==> src/rtl/seq_mul_pkg.sv <==
// Shared types and sizing helpers for the iterative shift-add multiplier.
package seq_mul_pkg;

    localparam int SEQ_MUL_WIDTH = 16;

    typedef enum logic [1:0] {
        IDLE = 2'd0,
        BUSY = 2'd1,
        DONE = 2'd2
    } state_e;

    // Bits needed to hold an iteration count in 0..width inclusive.
    function automatic int cnt_w(input int width);
        return $clog2(width + 1);
    endfunction

endpackage

==> src/rtl/seq_multiplier.sv <==
// Iterative shift-add multiplier: one multiplier bit per clock, signed or
// unsigned per transaction, full 2*WIDTH product held until consumed.
// Optional build macro SEQ_MULTIPLIER_EARLY_TERM_EN: finish as soon as the
// remaining multiplier bits are all zero (same results, shorter latency).
module seq_multiplier
    import seq_mul_pkg::*;
#(
    parameter int WIDTH = SEQ_MUL_WIDTH
) (
    input  logic                 clk,
    input  logic                 rst,
    input  logic                 in_valid,
    output logic                 in_ready,
    input  logic                 is_signed,
    input  logic [WIDTH-1:0]     first_num,
    input  logic [WIDTH-1:0]     second_num,
    output logic                 out_valid,
    input  logic                 out_ready,
    output logic [2*WIDTH-1:0]   solution
);

    localparam int CW = cnt_w(WIDTH);
    localparam logic [CW-1:0] CNT_LOAD = CW'(WIDTH);

    state_e               state_q, state_d;
    logic                 in_ready_q, in_ready_d;
    logic                 out_valid_q, out_valid_d;
    logic [2*WIDTH-1:0]   solution_q, solution_d;
    logic [2*WIDTH-1:0]   acc_q, acc_d;
    // Multiplicand pre-shifted one place per iteration, so the add is always
    // aligned with the current multiplier bit without a barrel shifter.
    logic [2*WIDTH-1:0]   mcand_q, mcand_d;
    logic [WIDTH-1:0]     mplier_q, mplier_d;
    logic [CW-1:0]        cnt_q, cnt_d;
    logic                 neg_q, neg_d;

    // Operand magnitudes; -2^(WIDTH-1) negates to its own bit pattern, which
    // read as unsigned is exactly the required magnitude.
    logic                 a_neg, b_neg;
    logic [WIDTH-1:0]     mag_a, mag_b;
    logic [2*WIDTH-1:0]   acc_step, acc_step_fix, acc_now_fix;

    assign a_neg = is_signed & first_num[WIDTH-1];
    assign b_neg = is_signed & second_num[WIDTH-1];
    assign mag_a = a_neg ? -first_num  : first_num;
    assign mag_b = b_neg ? -second_num : second_num;

    assign acc_step     = acc_q + (mplier_q[0] ? mcand_q : '0);
    assign acc_step_fix = neg_q ? -acc_step : acc_step;
    assign acc_now_fix  = neg_q ? -acc_q    : acc_q;

    // Next-state and datapath update for the IDLE/BUSY/DONE sequencer.
    always_comb begin
        state_d     = state_q;
        in_ready_d  = in_ready_q;
        out_valid_d = out_valid_q;
        solution_d  = solution_q;
        acc_d       = acc_q;
        mcand_d     = mcand_q;
        mplier_d    = mplier_q;
        cnt_d       = cnt_q;
        neg_d       = neg_q;
        unique case (state_q)
            IDLE: begin
                if (in_valid && in_ready_q) begin
                    mcand_d    = {{WIDTH{1'b0}}, mag_a};
                    mplier_d   = mag_b;
                    neg_d      = a_neg ^ b_neg;
                    acc_d      = '0;
                    cnt_d      = CNT_LOAD;
                    in_ready_d = 1'b0;
                    state_d    = BUSY;
                end
            end
            BUSY: begin
`ifdef SEQ_MULTIPLIER_EARLY_TERM_EN
                if (mplier_q == '0) begin
                    solution_d  = acc_now_fix;
                    out_valid_d = 1'b1;
                    cnt_d       = '0;
                    state_d     = DONE;
                end else
`endif
                begin
                    acc_d    = acc_step;
                    mcand_d  = mcand_q << 1;
                    mplier_d = mplier_q >> 1;
                    cnt_d    = cnt_q - 1'b1;
                    if (cnt_q == CW'(1)) begin
                        solution_d  = acc_step_fix;
                        out_valid_d = 1'b1;
                        state_d     = DONE;
                    end
                end
            end
            DONE: begin
                if (out_ready) begin
                    out_valid_d = 1'b0;
                    in_ready_d  = 1'b1;
                    state_d     = IDLE;
                end
            end
            default: begin
                state_d     = IDLE;
                in_ready_d  = 1'b1;
                out_valid_d = 1'b0;
            end
        endcase
    end

    // State and registered outputs; reset drops any transaction in flight.
    always_ff @(posedge clk) begin
        if (rst) begin
            state_q     <= IDLE;
            in_ready_q  <= 1'b1;
            out_valid_q <= 1'b0;
            solution_q  <= '0;
            acc_q       <= '0;
            mcand_q     <= '0;
            mplier_q    <= '0;
            cnt_q       <= '0;
            neg_q       <= 1'b0;
        end else begin
            state_q     <= state_d;
            in_ready_q  <= in_ready_d;
            out_valid_q <= out_valid_d;
            solution_q  <= solution_d;
            acc_q       <= acc_d;
            mcand_q     <= mcand_d;
            mplier_q    <= mplier_d;
            cnt_q       <= cnt_d;
            neg_q       <= neg_d;
        end
    end

    assign in_ready  = in_ready_q;
    assign out_valid = out_valid_q;
    assign solution  = solution_q;

endmodule
==> config.mk <==
export PLATFORM = sky130hd
export DESIGN_NAME = seq_multiplier
export DESIGN_NICKNAME = d
export VERILOG_FILES = /design/src/rtl/seq_mul_pkg.sv /design/src/rtl/seq_multiplier.sv
export SDC_FILE = /design/constraint.sdc
export NUM_CORES = 1
export LEC_CHECK = 0
export CORE_UTILIZATION = 55
export CTS_CLUSTER_DIAMETER = 80
export DETAILED_ROUTE_END_ITERATION = 10
export PLACE_DENSITY_LB_ADDON = 0.15
export SLEW_MARGIN = 20
export SYNTH_ARGS = -nofsm -noshare
export SYNTH_HDL_FRONTEND = slang
export SYNTH_SLANG_ARGS = --single-unit
==> constraint.sdc <==
create_clock -name clk -period 8.01 [get_ports clk]
set_input_delay 1.2015 -clock clk [delete_from_list [all_inputs] [get_ports clk]]
set_output_delay 1.2015 -clock clk [all_outputs]
set_load 0.005 [all_outputs]
==> results of run 1 <==
==> cells in the mapped netlist, types with 4 or more instances <==
library cell,instances
inv_1,17
a211oi_1,27
o31ai_1,10
a22oi_1,47
and2_1,47
nand2_1,57
ha_1,36
or3_1,11
nand4_1,12
a21o_1,22
xnor2_1,36
a21oi_1,51
buf_1,10
nor3b_1,7
nor2b_1,6
a221o_1,4
nor4b_1,4
xor2_1,30
nor3_1,22
o21a_1,7
o21ai_0,33
buf_2,5
nand2b_1,9
nor2_1,151
nor4_1,8
dfxtp_1,122
a31oi_1,11
clkbuf_1,55
and3_1,11
nand3_1,21
o21ai_1,5
a222oi_1,31
mux2i_1,6
==> worst paths after layout <==
path         cells past startpoint                      start  slack (ps)                         to
max reg2reg                     12   mplier_q[0]$_SDFFE_PP0P_        3350  solution[29]$_SDFFE_PP0P_
min                              2  solution[11]$_SDFFE_PP0P_         460  solution[11]$_SDFFE_PP0P_
min reg2reg                      2  solution[11]$_SDFFE_PP0P_         460  solution[11]$_SDFFE_PP0P_
max                             12   mplier_q[0]$_SDFFE_PP0P_        3350  solution[29]$_SDFFE_PP0P_
==> power by group through the flow <==
stage	registers [uW]	clock network, uW	logic, uW
6_report	653	735	196
5_1_grt	656	776	216
4_1_cts	652	744	196
3_5_place_dp	665	0	194
3_3_place_gp	665	0	191
2_1_floorplan	655	0	137
==> cell type report <==
cell class	count	area (um^2)
multi-input cells	786	5240
fillers	1217	4780
flip-flops and latches	122	2440
repair buffers	73	721
clock buffers	19	453
well taps	180	225
clock inverters	12	116
inverters	18	67.6
==> stage by stage <==
step                      hold slack (ps)  utilization [%]
after floorplan                       448                -
after global placement                438             61.9
after detailed placement              449             61.9
after CTS                             458             65.9
after global routing                  478             65.9
final                                 458             65.9
==> sequential cells by signal, indices dropped and copies added, names as in the netlist <==
name	count
out_valid	1
in_ready	1
cnt_q	5
neg_q	1
acc_q	32
state_q	2
mplier_q	16
mcand_q	32
solution	32
==> cells in the final DEF (no fill, tap or decap), types with 6 or more instances in the layout <==
cell type | netlist | layout
nor2_1 | 151 | 151
dfxtp_1 | 122 | 122
clkdlybuf4s50_1 | 0 | 69
nand2_1 | 57 | 57
a21oi_1 | 51 | 51
a22oi_1 | 47 | 47
and2_1 | 47 | 45
xnor2_1 | 36 | 36
ha_1 | 36 | 36
o21ai_0 | 33 | 33
a222oi_1 | 31 | 31
xor2_1 | 30 | 30
a211oi_1 | 27 | 27
nor3_1 | 22 | 22
a21o_1 | 22 | 22
nand3_1 | 21 | 21
inv_1 | 17 | 17
clkbuf_16 | 0 | 17
nand4_1 | 12 | 12
or3_1 | 11 | 11
and3_1 | 11 | 11
a31oi_1 | 11 | 11
o31ai_1 | 10 | 10
nand2b_1 | 9 | 9
nor4_1 | 8 | 8
nor3b_1 | 7 | 7
o21a_1 | 7 | 7
mux2i_1 | 6 | 6
==> metal layers <==
| layer | share of wire [%] | track usage [%] | vias up |
|---|---|---|---|
| met5 | 0 | 0 | - |
| met4 | 1.5 | 9.15 | 0 |
| met3 | 7.0 | 5.76 | 19 |
| met2 | 42 | 39.2 | 255 |
| met1 | 50 | 40.7 | 3463 |
| li1 | - | - | 3739 |
==> worst max-delay path: stages (launching register included) <==
cell and delay [ps]:
dfxtp_1 890, and2_1 250, ha_1 360, a21oi_1 360
o21ai_1 120, a221o_1 420, nor3_1 350, o32ai_1 200
a2111oi_4 510, nand4_2 270, o41ai_2 440, xor2_1 130
a211oi_1 250
==> cells by family after synthesis <==
group,after synthesis,share of synthesized area (%)
DFF,122,30.5
xor gates and xnor gates,66,7.22
adders and majority gates,37,5.88
and+or+nand+nor,382,23.6
muxes,6,0.750
buffers and inverters,88,4.21
AOI/OAI and AO/OA,295,27.8
==> flow_metrics.tcl, run 1 <==
set metrics [dict create \
    wl_mm 20.1 \
    io_buffers 70 \
    net-switching-power_uw 432 \
    cts.sink_count 122 \
    yosys.area.top_type "dfxtp_1" \
    fin_crit_sh_pct 58.2 \
    hold_class "register to register" \
    insertion_delay_ps 430 \
    cts_tree "done" \
    placed_cell_area_mm2 0.00869 \
    clock.fmax_ghz 0.214 \
    antenna_found_initial 0 \
    power_density_mw_per_mm2 171 \
    ys_types 79 \
    ys_ff_latch 122 \
    startpoint_type "register" \
    status "completed" \
    rsz0062_at_grt "false" \
    maxSlewViolCount 0 \
    critPathMaxFanout 33 \
    comb_power_share_pct 12.4 \
    hold_buffers 0 \
    via_per_inst 6.18 \
    power_leakage_uw 0.00369 \
    ctsHtreeMaxLevel 4 \
    pwr-share-clk_pct 46.4 \
    synth_top_area_share_pct 30.5 \
    synth.cell_area_mm2 0.00800 \
    p_seq_share_pct 41.2 \
    cts_buffers 17 \
    hold_viol_final 0 \
    clockBufferDepth 2 \
    die_x_um 123 \
    first_global_vias 6628 \
    track_usage_pct 27.5 \
    yosysSeqAreaShare_pct 30.5 \
    required_ps 8340 \
    drive_gt1_share_pct 5.34 \
    tightest_slew_ps 1060 \
    synthCells 996 \
    power.total_uw 1580 \
    period_needed_ps 4660 \
    row_count 43 \
    finClkSkew_ps 8.89 \
    synth.avg_cell_area_um2 8.04 \
    post_cts_resized 0 \
    globalplace.congestion 0.945 \
    start_util_pct 57.0 \
    grt_max_degree 77 \
    slew_headroom_pct 29.5 \
    wl_per_cell_um 16.6 \
    vdd_drop_max_v 0.000131 \
    maxCapViolCount 0 \
    fin_ws_ps 3350 \
    finalSetupTns_ps 0 \
    dp.cells 1179 \
    critPathKind "register to register" \
    vias 7476 \
    area_growth_pct 15.7 \
    dp_hpwl_mm 14.0 \
    die_area_mm2 0.0150 \
    ys.flop_type "dfxtp_1" \
    endpoint_kind "register" \
    synth_edf_count 0 \
    drt_iter0_drc 665 \
    nNetsFinal 1092 \
    grt_pass1_wl_mm 32.7 \
    instances_no_fill 1210 \
    worstPathArrival_ps 5000 \
    clkTransAtPathRegs_ps 60 \
    die_height_um 123 \
    io-pin-count 71 \
    internal_power_uw 1150 \
    core_area_mm2 0.0140 \
    synth_area_leaders "dfxtp_1, nor2_1, ha_1" \
    yosysWarnings 0 \
    clockRootBuffer "clkbuf_16" \
    num_antenna_cells 0 \
    ant_nets 0 \
    grt_overflow 0 \
    finalSetupViolCount 0 \
    swShare_pct 27.2 \
    syn-num-nets 1070 \
    fin_area_mm2 0.00926 \
    firstDrtPassIters 6 \
    post_cts_buffers 0 \
    drcViolationCount 0 \
    dp_slack_ps 3480 \
    async_flop_share_pct 0 \
]
(Power assumes the default switching activity.)
==> run 2, diff against run 1 <==
==> constraint.sdc (replaced) <==
create_clock -name clk -period 4.31 [get_ports clk]
set_input_delay 0.6465 -clock clk [delete_from_list [all_inputs] [get_ports clk]]
set_output_delay 0.6465 -clock clk [all_outputs]
set_load 0.005 [all_outputs]
==> flow_metrics.tcl, run 2 (same netlist as run 1, synthesis figures left out) <==
set metrics [dict create \
    most-common-layout-cells "nor2_1, dfxtp_1, clkdlybuf4s50_1, nand2_1, a21oi_1" \
    cts_buffers 17 \
    endpoint_kind "register" \
    reg2reg_slack_ps 210 \
    required_ps 4580 \
    hold_class "register to register" \
    power_leakage_uw 0.00383 \
    tightest_slew_ps 1070 \
    drt_iter0_drc 719 \
    internal_power_uw 2230 \
    clockBufferDepth 2 \
    maxCapViolCount 0 \
    track_usage_pct 27.6 \
    reg2reg_to "solution[29]$_SDFFE_PP0P_" \
    power_density_mw_per_mm2 322 \
    firstDrtPassIters 6 \
    rsz0062_at_grt "true" \
    whs_path_depth 2 \
    die_height_um 123 \
    ctsHtreeMaxLevel 4 \
    finClkSkew_ps 9.28 \
    io-pin-count 71 \
    startpoint_type "register" \
    swShare_pct 27.0 \
    die_area_mm2 0.0150 \
    worstPathArrival_ps 4370 \
    holdCritStartpoint "solution[22]$_SDFFE_PP0P_" \
    finalSetupViolCount 0 \
    first_global_vias 6749 \
    hold_viol_final 0 \
    dp_hpwl_mm 14.1 \
    critPathKind "register to register" \
    io_buffers 70 \
    period_needed_ps 4100 \
    nNetsFinal 1114 \
    hold-path-endpoint "solution[22]$_SDFFE_PP0P_" \
    status "completed" \
    globalplace.congestion 0.913 \
    net-switching-power_uw 823 \
    final_common_cell "nor2_1" \
    pwr-share-clk_pct 47.9 \
    critPathMaxFanout 32 \
    hold_buffers 0 \
    clkTransAtPathRegs_ps 60 \
    antenna_found_initial 0 \
    p_seq_share_pct 39.6 \
    num_antenna_cells 0 \
    ant_nets 0 \
    die_x_um 123 \
    grt_overflow 0 \
    area_growth_pct 18.5 \
    wl_mm 19.6 \
    insertion_delay_ps 420 \
    drcViolationCount 0 \
    cts.sink_count 122 \
    vdd_drop_max_v 0.000220 \
    comb_power_share_pct 12.6 \
    row_count 43 \
    cts_tree "done" \
    reg2reg_from "mplier_q[0]$_SDFFE_PP0P_" \
    fin_util_pct 67.5 \
    fin_crit_sh_pct 95.2 \
    clockRootBuffer "clkbuf_16" \
    vias 7520 \
    via_per_inst 6.10 \
    clock.fmax_ghz 0.244 \
    hold_slack_ps 456 \
    grt_max_degree 75 \
    wl_per_cell_um 15.9 \
    drive_gt1_share_pct 7.60 \
    grt_pass1_wl_mm 33.0 \
    rr_worst_depth 14 \
    maxSlewViolCount 0 \
    slew_headroom_pct 28.2 \
    start_util_pct 57.0 \
    core_area_mm2 0.0140 \
]
==> run 2: power groups by stage <==
stage	logic (uW)	registers [uW]	clock network (uW)
after global routing	426	1210	1540
after floorplan	255	1220	0
after CTS	381	1210	1480
final	383	1210	1460
after detailed placement	380	1230	0
after global placement	377	1230	0
==> run 2: critical path: stages (launching register included) <==
cell and delay [ps]:
dfxtp_1 340, buf_12 160, and2_1 140, ha_1 210
fa_1 440, and3_1 200, o2111a_1 280, o21ba_1 210
o21ba_1 180, or3_1 380, a2111oi_4 450, nand4_2 280
o41ai_2 390, xor2_1 180, a211oi_1 80
==> run 2: routing by layer <==
metal | vias up | track usage [%] | wire length, um
met2 | 263 | 39.4 | 8120
met5 | - | 0 | 0
met4 | 0 | 9.68 | 271
met1 | 3440 | 40.3 | 9790
li1 | 3796 | - | -
met3 | 21 | 5.99 | 1420
==> run 2: repair_timing <==
item | CTS | global route
setup endpoints to repair | 0 | 4
gates resized for setup | 0 | 2
setup buffers | 0 | 1
==> run 2: worst max path at each step <==
stage / startpoint / endpoint / depth (start not counted)
3_3_place_gp: mplier_q[0]$_SDFFE_PP0P_ / solution[29]$_SDFFE_PP0P_ / 14
6_report: mplier_q[0]$_SDFFE_PP0P_ / solution[29]$_SDFFE_PP0P_ / 14
2_1_floorplan: mplier_q[0]$_SDFFE_PP0P_ / solution[29]$_SDFFE_PP0P_ / 14
3_5_place_dp: mplier_q[0]$_SDFFE_PP0P_ / solution[29]$_SDFFE_PP0P_ / 14
5_1_grt: mplier_q[0]$_SDFFE_PP0P_ / solution[29]$_SDFFE_PP0P_ / 14
4_1_cts: mplier_q[0]$_SDFFE_PP0P_ / solution[29]$_SDFFE_PP0P_ / 14
==> run 2: cell type report <==
class	instances	area, um^2
fillers	1196	4560
well taps	180	225
flip-flops and latches	122	2440
inverters	18	67.6
multi-input cells	786	5240
repair buffers	95	898
clock buffers	19	453
clock inverters	13	154
==> run 2: stage by stage <==
step / power (uW) / setup slack [ps] / setup TNS [ps] / std cells / cell area, um^2
2_1_floorplan: 1470 / 504 / 0 / 996 / 8000
3_3_place_gp: 1610 / 230 / 0 / 1200 / 8860
3_5_place_dp: 1610 / 171 / 0 / 1200 / 8860
4_1_cts: 3070 / 138 / 0 / 1232 / 9470
5_1_grt: 3180 / -13.3 / -13.3 / 1233 / 9480
6_report: 3050 / 207 / 0 / 1233 / 9480
==> run 3, diff against run 2 <==
--- a/config.mk
+++ b/config.mk
@@ -5,9 +5,12 @@
 export SDC_FILE = /design/constraint.sdc
 export NUM_CORES = 1
 export LEC_CHECK = 0
+export CAP_MARGIN = 20
 export CORE_UTILIZATION = 55
 export CTS_CLUSTER_DIAMETER = 80
+export CTS_CLUSTER_SIZE = 10
 export DETAILED_ROUTE_END_ITERATION = 10
+export HOLD_SLACK_MARGIN = 0.15
 export PLACE_DENSITY_LB_ADDON = 0.15
 export SLEW_MARGIN = 20
 export SYNTH_ARGS = -nofsm -noshare
==> results of run 3 <==
No change in the layout: final DEF, timing and power equal those of run 2.
